==> src/rtl/mc_ctrl_pkg.sv <==
// Shared encodings for the multi-cycle MIPS main controller:
// opcodes, ALUOp codes, state codes and the control-word bundle.
package mc_ctrl_pkg;

  localparam logic [5:0] op_rtype = 6'b000000;
  localparam logic [5:0] op_lw    = 6'b100011;
  localparam logic [5:0] op_sw    = 6'b101011;
  localparam logic [5:0] op_beq   = 6'b000100;
  localparam logic [5:0] op_j     = 6'b000010;
  localparam logic [5:0] op_addi  = 6'b001000;

  localparam logic [1:0] aluop_add   = 2'b00;
  localparam logic [1:0] aluop_sub   = 2'b01;
  localparam logic [1:0] aluop_funct = 2'b10;

  typedef enum logic [3:0] {
    S_FETCH  = 4'd0,
    S_DECODE = 4'd1,
    S_MEMADR = 4'd2,
    S_MEMRD  = 4'd3,
    S_MEMWB  = 4'd4,
    S_MEMWR  = 4'd5,
    S_EXEC   = 4'd6,
    S_ALUWB  = 4'd7,
    S_BRANCH = 4'd8,
    S_JUMP   = 4'd9,
    S_ADDIEX = 4'd10,
    S_ADDIWB = 4'd11
  } state_e;

  typedef struct packed {
    logic       pc_write;
    logic       pc_write_cond;
    logic       iord;
    logic       mem_read;
    logic       mem_write;
    logic       ir_write;
    logic       reg_dst;
    logic       mem_to_reg;
    logic       reg_write;
    logic       alu_src_a;
    logic [1:0] alu_src_b;
    logic [1:0] alu_op;
    logic [1:0] pc_source;
    logic       done;
  } ctrl_t;

  function automatic logic op_legal(input logic [5:0] op);
    return (op == op_rtype) || (op == op_lw) || (op == op_sw) ||
           (op == op_beq) || (op == op_j) || (op == op_addi);
  endfunction

endpackage

==> src/rtl/mc_ctrl_dec.sv <==
// Moore decoder: current state to raw control word,
// before mem_rdy gating and reset gating.
module mc_ctrl_dec
  import mc_ctrl_pkg::*;
(
  input  state_e state_i,
  output ctrl_t  ctrl_o
);

  always_comb begin
    ctrl_o = '0;
    case (state_i)
      S_FETCH: begin
        ctrl_o.mem_read  = 1'b1;
        ctrl_o.ir_write  = 1'b1;
        ctrl_o.pc_write  = 1'b1;
        ctrl_o.alu_src_b = 2'b01;
        ctrl_o.alu_op    = aluop_add;
      end
      S_DECODE: begin
        ctrl_o.alu_src_b = 2'b11;
        ctrl_o.alu_op    = aluop_add;
      end
      S_MEMADR: begin
        ctrl_o.alu_src_a = 1'b1;
        ctrl_o.alu_src_b = 2'b10;
        ctrl_o.alu_op    = aluop_add;
      end
      S_MEMRD: begin
        ctrl_o.mem_read = 1'b1;
        ctrl_o.iord     = 1'b1;
      end
      S_MEMWB: begin
        ctrl_o.reg_write  = 1'b1;
        ctrl_o.mem_to_reg = 1'b1;
        ctrl_o.done       = 1'b1;
      end
      S_MEMWR: begin
        ctrl_o.mem_write = 1'b1;
        ctrl_o.iord      = 1'b1;
        ctrl_o.done      = 1'b1;
      end
      S_EXEC: begin
        ctrl_o.alu_src_a = 1'b1;
        ctrl_o.alu_op    = aluop_funct;
      end
      S_ALUWB: begin
        ctrl_o.reg_write = 1'b1;
        ctrl_o.reg_dst   = 1'b1;
        ctrl_o.done      = 1'b1;
      end
      S_BRANCH: begin
        ctrl_o.alu_src_a     = 1'b1;
        ctrl_o.alu_op        = aluop_sub;
        ctrl_o.pc_write_cond = 1'b1;
        ctrl_o.pc_source     = 2'b01;
        ctrl_o.done          = 1'b1;
      end
      S_JUMP: begin
        ctrl_o.pc_write  = 1'b1;
        ctrl_o.pc_source = 2'b10;
        ctrl_o.done      = 1'b1;
      end
      S_ADDIEX: begin
        ctrl_o.alu_src_a = 1'b1;
        ctrl_o.alu_src_b = 2'b10;
        ctrl_o.alu_op    = aluop_add;
      end
      S_ADDIWB: begin
        ctrl_o.reg_write = 1'b1;
        ctrl_o.done      = 1'b1;
      end
      default: ctrl_o = '0;
    endcase
  end

endmodule

==> src/rtl/mc_ctrl.sv <==
// Multi-cycle MIPS main control FSM: state register, next-state,
// mem_rdy stall gating, PCEn and reset gating of all outputs.
module mc_ctrl
  import mc_ctrl_pkg::*;
(
  input  logic       clk,
  input  logic       rstn,
  input  logic [5:0] Op,
  input  logic       Zero,
  input  logic       mem_rdy,
  output logic       PCEn,
  output logic       IorD,
  output logic       MemRead,
  output logic       MemWrite,
  output logic       IRWrite,
  output logic       RegDst,
  output logic       MemtoReg,
  output logic       RegWrite,
  output logic       ALUSrcA,
  output logic [1:0] ALUSrcB,
  output logic [1:0] ALUOp,
  output logic [1:0] PCSource,
  output logic       instr_done,
  output logic       illegal,
  output logic [3:0] state
);

  state_e state_q, state_d;
  ctrl_t  raw;
  logic   in_fetch, in_memwr;
  logic   pc_write, ir_write, done, ill;

  mc_ctrl_dec u_dec (
    .state_i (state_q),
    .ctrl_o  (raw)
  );

  always_ff @(posedge clk) begin
    if (!rstn) state_q <= S_FETCH;
    else       state_q <= state_d;
  end

  always_comb begin
    state_d = S_FETCH;
    case (state_q)
      S_FETCH:  state_d = mem_rdy ? S_DECODE : S_FETCH;
      S_DECODE: begin
        if (Op == op_lw || Op == op_sw) state_d = S_MEMADR;
        else if (Op == op_rtype)        state_d = S_EXEC;
        else if (Op == op_beq)          state_d = S_BRANCH;
        else if (Op == op_j)            state_d = S_JUMP;
        else if (Op == op_addi)         state_d = S_ADDIEX;
        else                            state_d = S_FETCH;
      end
      S_MEMADR: state_d = (Op == op_lw) ? S_MEMRD : S_MEMWR;
      S_MEMRD:  state_d = mem_rdy ? S_MEMWB : S_MEMRD;
      S_MEMWR:  state_d = mem_rdy ? S_FETCH : S_MEMWR;
      S_EXEC:   state_d = S_ALUWB;
      S_ADDIEX: state_d = S_ADDIWB;
      default:  state_d = S_FETCH;
    endcase
  end

  // Fetch and store completion only take effect once memory answers.
  assign in_fetch = (state_q == S_FETCH);
  assign in_memwr = (state_q == S_MEMWR);
  assign pc_write = raw.pc_write & (~in_fetch | mem_rdy);
  assign ir_write = raw.ir_write & mem_rdy;
  assign done     = raw.done & (~in_memwr | mem_rdy);
  assign ill      = (state_q == S_DECODE) & ~op_legal(Op);

  assign PCEn       = rstn & (pc_write | (raw.pc_write_cond & Zero));
  assign IorD       = rstn & raw.iord;
  assign MemRead    = rstn & raw.mem_read;
  assign MemWrite   = rstn & raw.mem_write;
  assign IRWrite    = rstn & ir_write;
  assign RegDst     = rstn & raw.reg_dst;
  assign MemtoReg   = rstn & raw.mem_to_reg;
  assign RegWrite   = rstn & raw.reg_write;
  assign ALUSrcA    = rstn & raw.alu_src_a;
  assign ALUSrcB    = rstn ? raw.alu_src_b : 2'b00;
  assign ALUOp      = rstn ? raw.alu_op : 2'b00;
  assign PCSource   = rstn ? raw.pc_source : 2'b00;
  assign instr_done = rstn & done;
  assign illegal    = rstn & ill;
  assign state      = rstn ? state_q : 4'd0;

endmodule

==> config.mk <==
export PLATFORM = sky130hd
export DESIGN_NAME = mc_ctrl
export DESIGN_NICKNAME = d
export VERILOG_FILES = /design/src/rtl/mc_ctrl_pkg.sv /design/src/rtl/mc_ctrl_dec.sv /design/src/rtl/mc_ctrl.sv
export SDC_FILE = /design/constraint.sdc
export NUM_CORES = 1
export LEC_CHECK = 0
export ABC_CLOCK_PERIOD_IN_PS = 3400
export CORE_MARGIN = 5
export CORE_UTILIZATION = 41
export CTS_CLUSTER_DIAMETER = 60
export DETAILED_ROUTE_END_ITERATION = 7
export GPL_ROUTABILITY_DRIVEN = 0
export PLACE_DENSITY = 0.83
export SYNTH_ARGS = -nofsm -noshare
export SYNTH_HDL_FRONTEND = slang
export SYNTH_SLANG_ARGS = --single-unit
export TNS_END_PERCENT = 1
==> constraint.sdc <==
create_clock -name clk -period 3.4 [get_ports clk]
set_input_delay 0.68 -clock clk [delete_from_list [all_inputs] [get_ports clk]]
set_output_delay 0.68 -clock clk [all_outputs]
set_load 0.01 [all_outputs]
==> impl_metrics.yaml, run 1 <==
status:
  run_status: "finished clean"
cells_and_area:
  regArea_um2: 80.08
  regMostFlops: "state_q"
  instances_no_fill: 137
  area.growth.synth_to_final_pct: 59.13
  layout-drive-gt1-share_pct: 7.377
  fillers: 135
  num-nets-final: 134
  top_regs: "state_q x4"
  multi_input_area_um2: 460.4
  final_common_cell: "clkdlybuf4s50_1"
  antennaDiodeCount: 0
  largest_reg_flops: 4
  mostFrequentLayoutCells: "clkdlybuf4s50_1 (30), nor3_1 (12), o21ai_0 (10), nand2b_1 (8), nor2_1 (8)"
sta:
  maxSlewHeadroom_pct: 67.58
  drv_slew: 0
  fmax_ghz: 0.3046
  tightest_slew_ps: 485.7
  setup_viol: 0
  finalClockSkew_ps: 3.829
  rsz0062_at_grt: "no"
  layout_min_cycle_time_ps: 3283
  tns_ps: 0
  hold_viol: 0
  period_share_pct: 96.56
cts:
  clkLatencyLatePin_ps: 230
  clk_pin_slew_ps: 30
  cts_setup_buffers: 0
  htree_levels: 1
  cts_buffers: 3
  cts_hold_buf: 0
  cts-resized-gates: 0
  cts_buffer_depth: 2
  clock_sinks: 4
  root_buffer: "clkbuf_4"
  cts_tree: "yes"
setup_path:
  worst-setup-path-type: "input port to output pin"
  r2r_cells: 4
  reg2reg_from: "state_q[2]$_SDFF_PN0_"
  critPathMaxFanout: 5
  cpMaxStageDelayCell: "clkdlybuf4s50_1"
  crit_required_ps: 2720
  end_kind: "output pin"
  critPathArrivalTime_ps: 2600
  cp-startpoint: "rstn"
  path_common_cell: "clkdlybuf4s50_1"
  crit_chain: "clkdlybuf4s50_1, inv_1, or2_2, a2111oi_0, clkdlybuf4s50_1"
  max_stage_delay_ps: 620
  start_kind: "input port"
placement:
  dp.cells: 134
  io_buffers: 30
  hpwl_um: 1423
yosys:
  synth_top_flop_cell: "dfxtp_1"
  syn_nets: 102
  yosysSeqAreaShare_pct: 13.91
  postSynthAreaPerCell_um2: 6.256
  yosysUniqueCellTypes: 31
  synthArstFlopShare_pct: 0
  ys.warnings.count: 0
  ys_ff_latch: 4
  synth-edff-count: 0
  synth.cell_area_um2: 575.6
  synthCells: 92
route:
  viasPerCell: 5.526
  ant_nets: 0
  drc: 0
  routed_wl_um: 1838
  first_pass_iters: 4
  drt_iter0_drc: 16
  vias: 757
  wire_per_inst_um: 13.42
floorplan:
  dieArea_mm2: 0.002253
  start_util_pct: 43.68
  ios: 31
  die_h_um: 47.47
  rows: 13
  core-area_mm2: 0.001318
  die_w_um: 47.47
global_routing:
  grt_start_max_net_pins: 19
  track_usage_pct: 17.38
  grt_pass1_wl_um: 2863
  grt_pass1_vias: 638
  antenna_found_initial: 0
  grt-ovfl-total: 0
worst_hold_path:
  min_path_cells: 2
  min_from: "state_q[3]$_SDFF_PN0_"
  hold_path.class: "register to register"
pwr:
  power_density_mw_per_mm2: 179.3
  peakVddDrop_v: 0.0001427
  leakage_nw: 0.3352
flow_run:
  maxCapViolCount: 0
## metal layers
metal / routed length [um] / share of wire (%) / global-route usage (%)
met3: 141 / 7.7 / 3.383
met2: 926 / 50 / 32.62
met5: 0 / 0 / 0
met4: 0 / 0 / 0
met1: 771 / 42 / 21.57
## power by group
group	switching [mW]	internal (mW)	total, mW
Combinational	0.0275	0.0292	0.0567
Sequential	0.00109	0.0482	0.0493
Clock	0.0188	0.0394	0.0582
Total	0.0474	0.117	0.164
## logic make-up (layout without fill, tap and decap cells)
group	after synthesis	after routing	share of synthesized area (%)
AO/OA/AOI/OAI	26	26	28.04
AND/OR/NAND/NOR	51	51	48.91
flip-flops	4	4	13.91
XOR/XNOR	2	2	3.044
buffers and inverters	9	39	6.086
## stage by stage
step	hold slack, ps	worst slack (ps)	util (%)	cell area [um2]	power [mW]
2_1_floorplan	665.8	1020	-	575.6	0.07421
3_3_place_gp	652.5	158.7	67.81	893.4	0.1052
5_1_grt	695.0	25.96	69.52	915.9	0.1747
3_5_place_dp	646.5	177.1	67.81	893.4	0.1065
6_report	659.1	116.9	69.52	915.9	0.1642
4_1_cts	653.3	135.8	69.52	915.9	0.1666
## synthesized netlist by cell type (2+ instances only)
cell | n | area [um2]
a31oi_1 | 3 | 18.77
inv_1 | 3 | 11.26
and2_1 | 5 | 31.28
a211oi_1 | 2 | 15.01
xor2_1 | 2 | 17.52
nand2b_1 | 8 | 50.05
o21ai_0 | 10 | 50.05
and3_1 | 2 | 12.51
nor2_1 | 8 | 30.03
dfxtp_1 | 4 | 80.08
nand2_1 | 4 | 15.01
nor4_1 | 2 | 12.51
a21oi_1 | 5 | 25.02
nor2b_1 | 2 | 12.51
nor3_1 | 12 | 60.06
clkbuf_1 | 5 | 18.77
## final timing paths
check                                              to  slack, ps
worst min register to register  state_q[3]$_SDFF_PN0_        660
worst max register to register  state_q[1]$_SDFF_PN0_       1610
worst max-delay path                          illegal        120
worst min-delay path            state_q[3]$_SDFF_PN0_        660
## final cells by class
type | instances | share of cell area [%]
well taps | 15 | 2.049
inverters | 3 | 1.230
flip-flops and latches | 4 | 8.743
repair buffers | 33 | 35.25
clock buffers | 3 | 2.459
multi-input cells | 79 | 50.27
## critical path: cells and delay by family
family / cells / cell delay (ps)
buffers and inverters: 3 / 1210
AO/OA/AOI/OAI: 1 / 390
AND/OR/NAND/NOR: 1 / 320
(Power assumes the default switching activity.)
==> run 2: changes to the inputs <==
Settings changed: CORE_UTILIZATION 41 to 35, PLACE_DENSITY 0.83 to 0.72, TNS_END_PERCENT 1 to default.
==> impl_metrics.yaml, run 2 (synthesis gave the netlist of run 1 again) <==
global_routing:
  grt_pass1_wl_um: 2773
  grt_start_max_net_pins: 19
  grtUsageMet2_pct: 22.73
  antenna_found_initial: 0
  grt-ovfl-total: 0
  grt_pass1_vias: 660
  use_met3_pct: 1.479
  track_usage_pct: 13.23
  grt_most_used_layer: "met2"
  met1_usage_pct: 16.08
sta:
  period_share_pct: 94.65
  rsz0062_at_grt: "no"
  tightest_slew_ps: 480.5
  setup_slack_ps: 181.8
  drv_slew: 0
  fmax_ghz: 0.3107
  finalClockSkew_ps: 4.713
  tns_ps: 0
  layout_min_cycle_time_ps: 3218
  setup_viol: 0
  hold_ws_ps: 668.8
  maxSlewHeadroom_pct: 67.92
  hold_viol: 0
worst_hold_path:
  hold_path.class: "register to register"
  min_path_cells: 2
  min_from: "state_q[3]$_SDFF_PN0_"
  hold_end: "state_q[3]$_SDFF_PN0_"
cells_and_area:
  antennaDiodeCount: 0
  top_regs: "state_q x4"
  layout-drive-gt1-share_pct: 7.377
  num-nets-final: 134
  regMostFlops: "state_q"
  mostFrequentLayoutCells: "clkdlybuf4s50_1 (30), nor3_1 (12), o21ai_0 (10), nand2b_1 (8), nor2_1 (8)"
  instances_no_fill: 138
  largest_reg_flops: 4
  fillers: 153
  final_common_cell: "clkdlybuf4s50_1"
  area.growth.synth_to_final_pct: 59.35
pwr:
  leakage_nw: 0.3352
  switching_share_pct: 30.28
  seq_power_share_pct: 29.4
  peakVddDrop_v: 0.0001185
  p_sw_mw: 0.05081
  combPwrFrac_pct: 33.5
  power_frac_clock_pct: 37.1
  power_density_mw_per_mm2: 183.0
  internal_power_mw: 0.1170
  report.power.total_mw: 0.1678
cts:
  htree_levels: 1
  cts-resized-gates: 0
  clkLatencyLatePin_ps: 240
  cts_buffers: 3
  cts_hold_buf: 0
  cts_tree: "yes"
  cts_setup_buffers: 0
  clk_pin_slew_ps: 40
  root_buffer: "clkbuf_4"
  cts_buffer_depth: 2
  clock_sinks: 4
floorplan:
  die_w_um: 50.55
  ios: 31
  die_h_um: 50.55
  start_util_pct: 37.34
  core-area_mm2: 0.001541
  dieArea_mm2: 0.002555
  rows: 14
route:
  wire_per_inst_um: 12.56
  ant_nets: 0
  viasPerCell: 5.710
  drc: 0
  drt_iter0_drc: 18
  first_pass_iters: 4
  vias: 788
  routed_wl_um: 1733
status:
  run_status: "finished clean"
setup_path:
  regToRegSetupSlack_ps: 1690
  reg2reg_from: "state_q[2]$_SDFF_PN0_"
  start_kind: "input port"
  worst-setup-path-type: "input port to output pin"
  critPathMaxFanout: 5
  r2r-end: "state_q[1]$_SDFF_PN0_"
  r2r_cells: 4
  end_kind: "output pin"
  critPathArrivalTime_ps: 2540
  crit_required_ps: 2720
placement:
  io_buffers: 30
  dp.cells: 135
  dp_worst_setup_slack_ps: 203.1
  hpwl_um: 1348
flow_run:
  maxCapViolCount: 0
run 2: cell counts in the layout (fill, tap and decap cells not counted):
No cell type changed its count.
run 2: routing by layer:
| layer | share of wire (%) | routed length, um |
|---|---|---|
| met4 | 0.98 | 17 |
| met2 | 46 | 801 |
| met1 | 44 | 757 |
| met5 | 0 | 0 |
| met3 | 9.0 | 156 |
run 2: area by class of cell:
class,count,area [um2],area share [%]
clock buffers,3,22.52,2.456
inverters,3,11.26,1.228
multi-input cells,79,460.4,50.20
repair buffers,33,322.8,35.20
well taps,16,20.02,2.183
flip-flops and latches,4,80.08,8.731
run 2: worst max-delay path: stages:
cell             delay, ps
clkdlybuf4s50_1        490
inv_1                  100
or2_2                  320
a2111oi_0              340
clkdlybuf4s50_1        610
run 2: stage by stage:
| step | area (um2) | util, % |
|---|---|---|
| floorplan | 575.6 | - |
| global placement | 894.6 | 58.04 |
| detailed placement | 894.6 | 58.04 |
| CTS | 917.1 | 59.50 |
| global route | 917.1 | 59.50 |
| finish | 917.1 | 59.50 |
run 2: worst max path at each step:
stage / to / cells after the start / from
finish: illegal / 5 / rstn
global route: illegal / 5 / rstn
CTS: illegal / 5 / rstn
detailed placement: illegal / 5 / rstn
global placement: illegal / 5 / rstn
floorplan: illegal / 3 / rstn
run 2: power by group through the flow:
stage | Clock, mW | Sequential (mW) | Combinational, mW
finish | 0.0623 | 0.0493 | 0.0562
detailed placement | 0 | 0.0500 | 0.0561
global placement | 0 | 0.0500 | 0.0556
floorplan | 0 | 0.0492 | 0.0250
CTS | 0.0627 | 0.0493 | 0.0563
global route | 0.0694 | 0.0493 | 0.0618
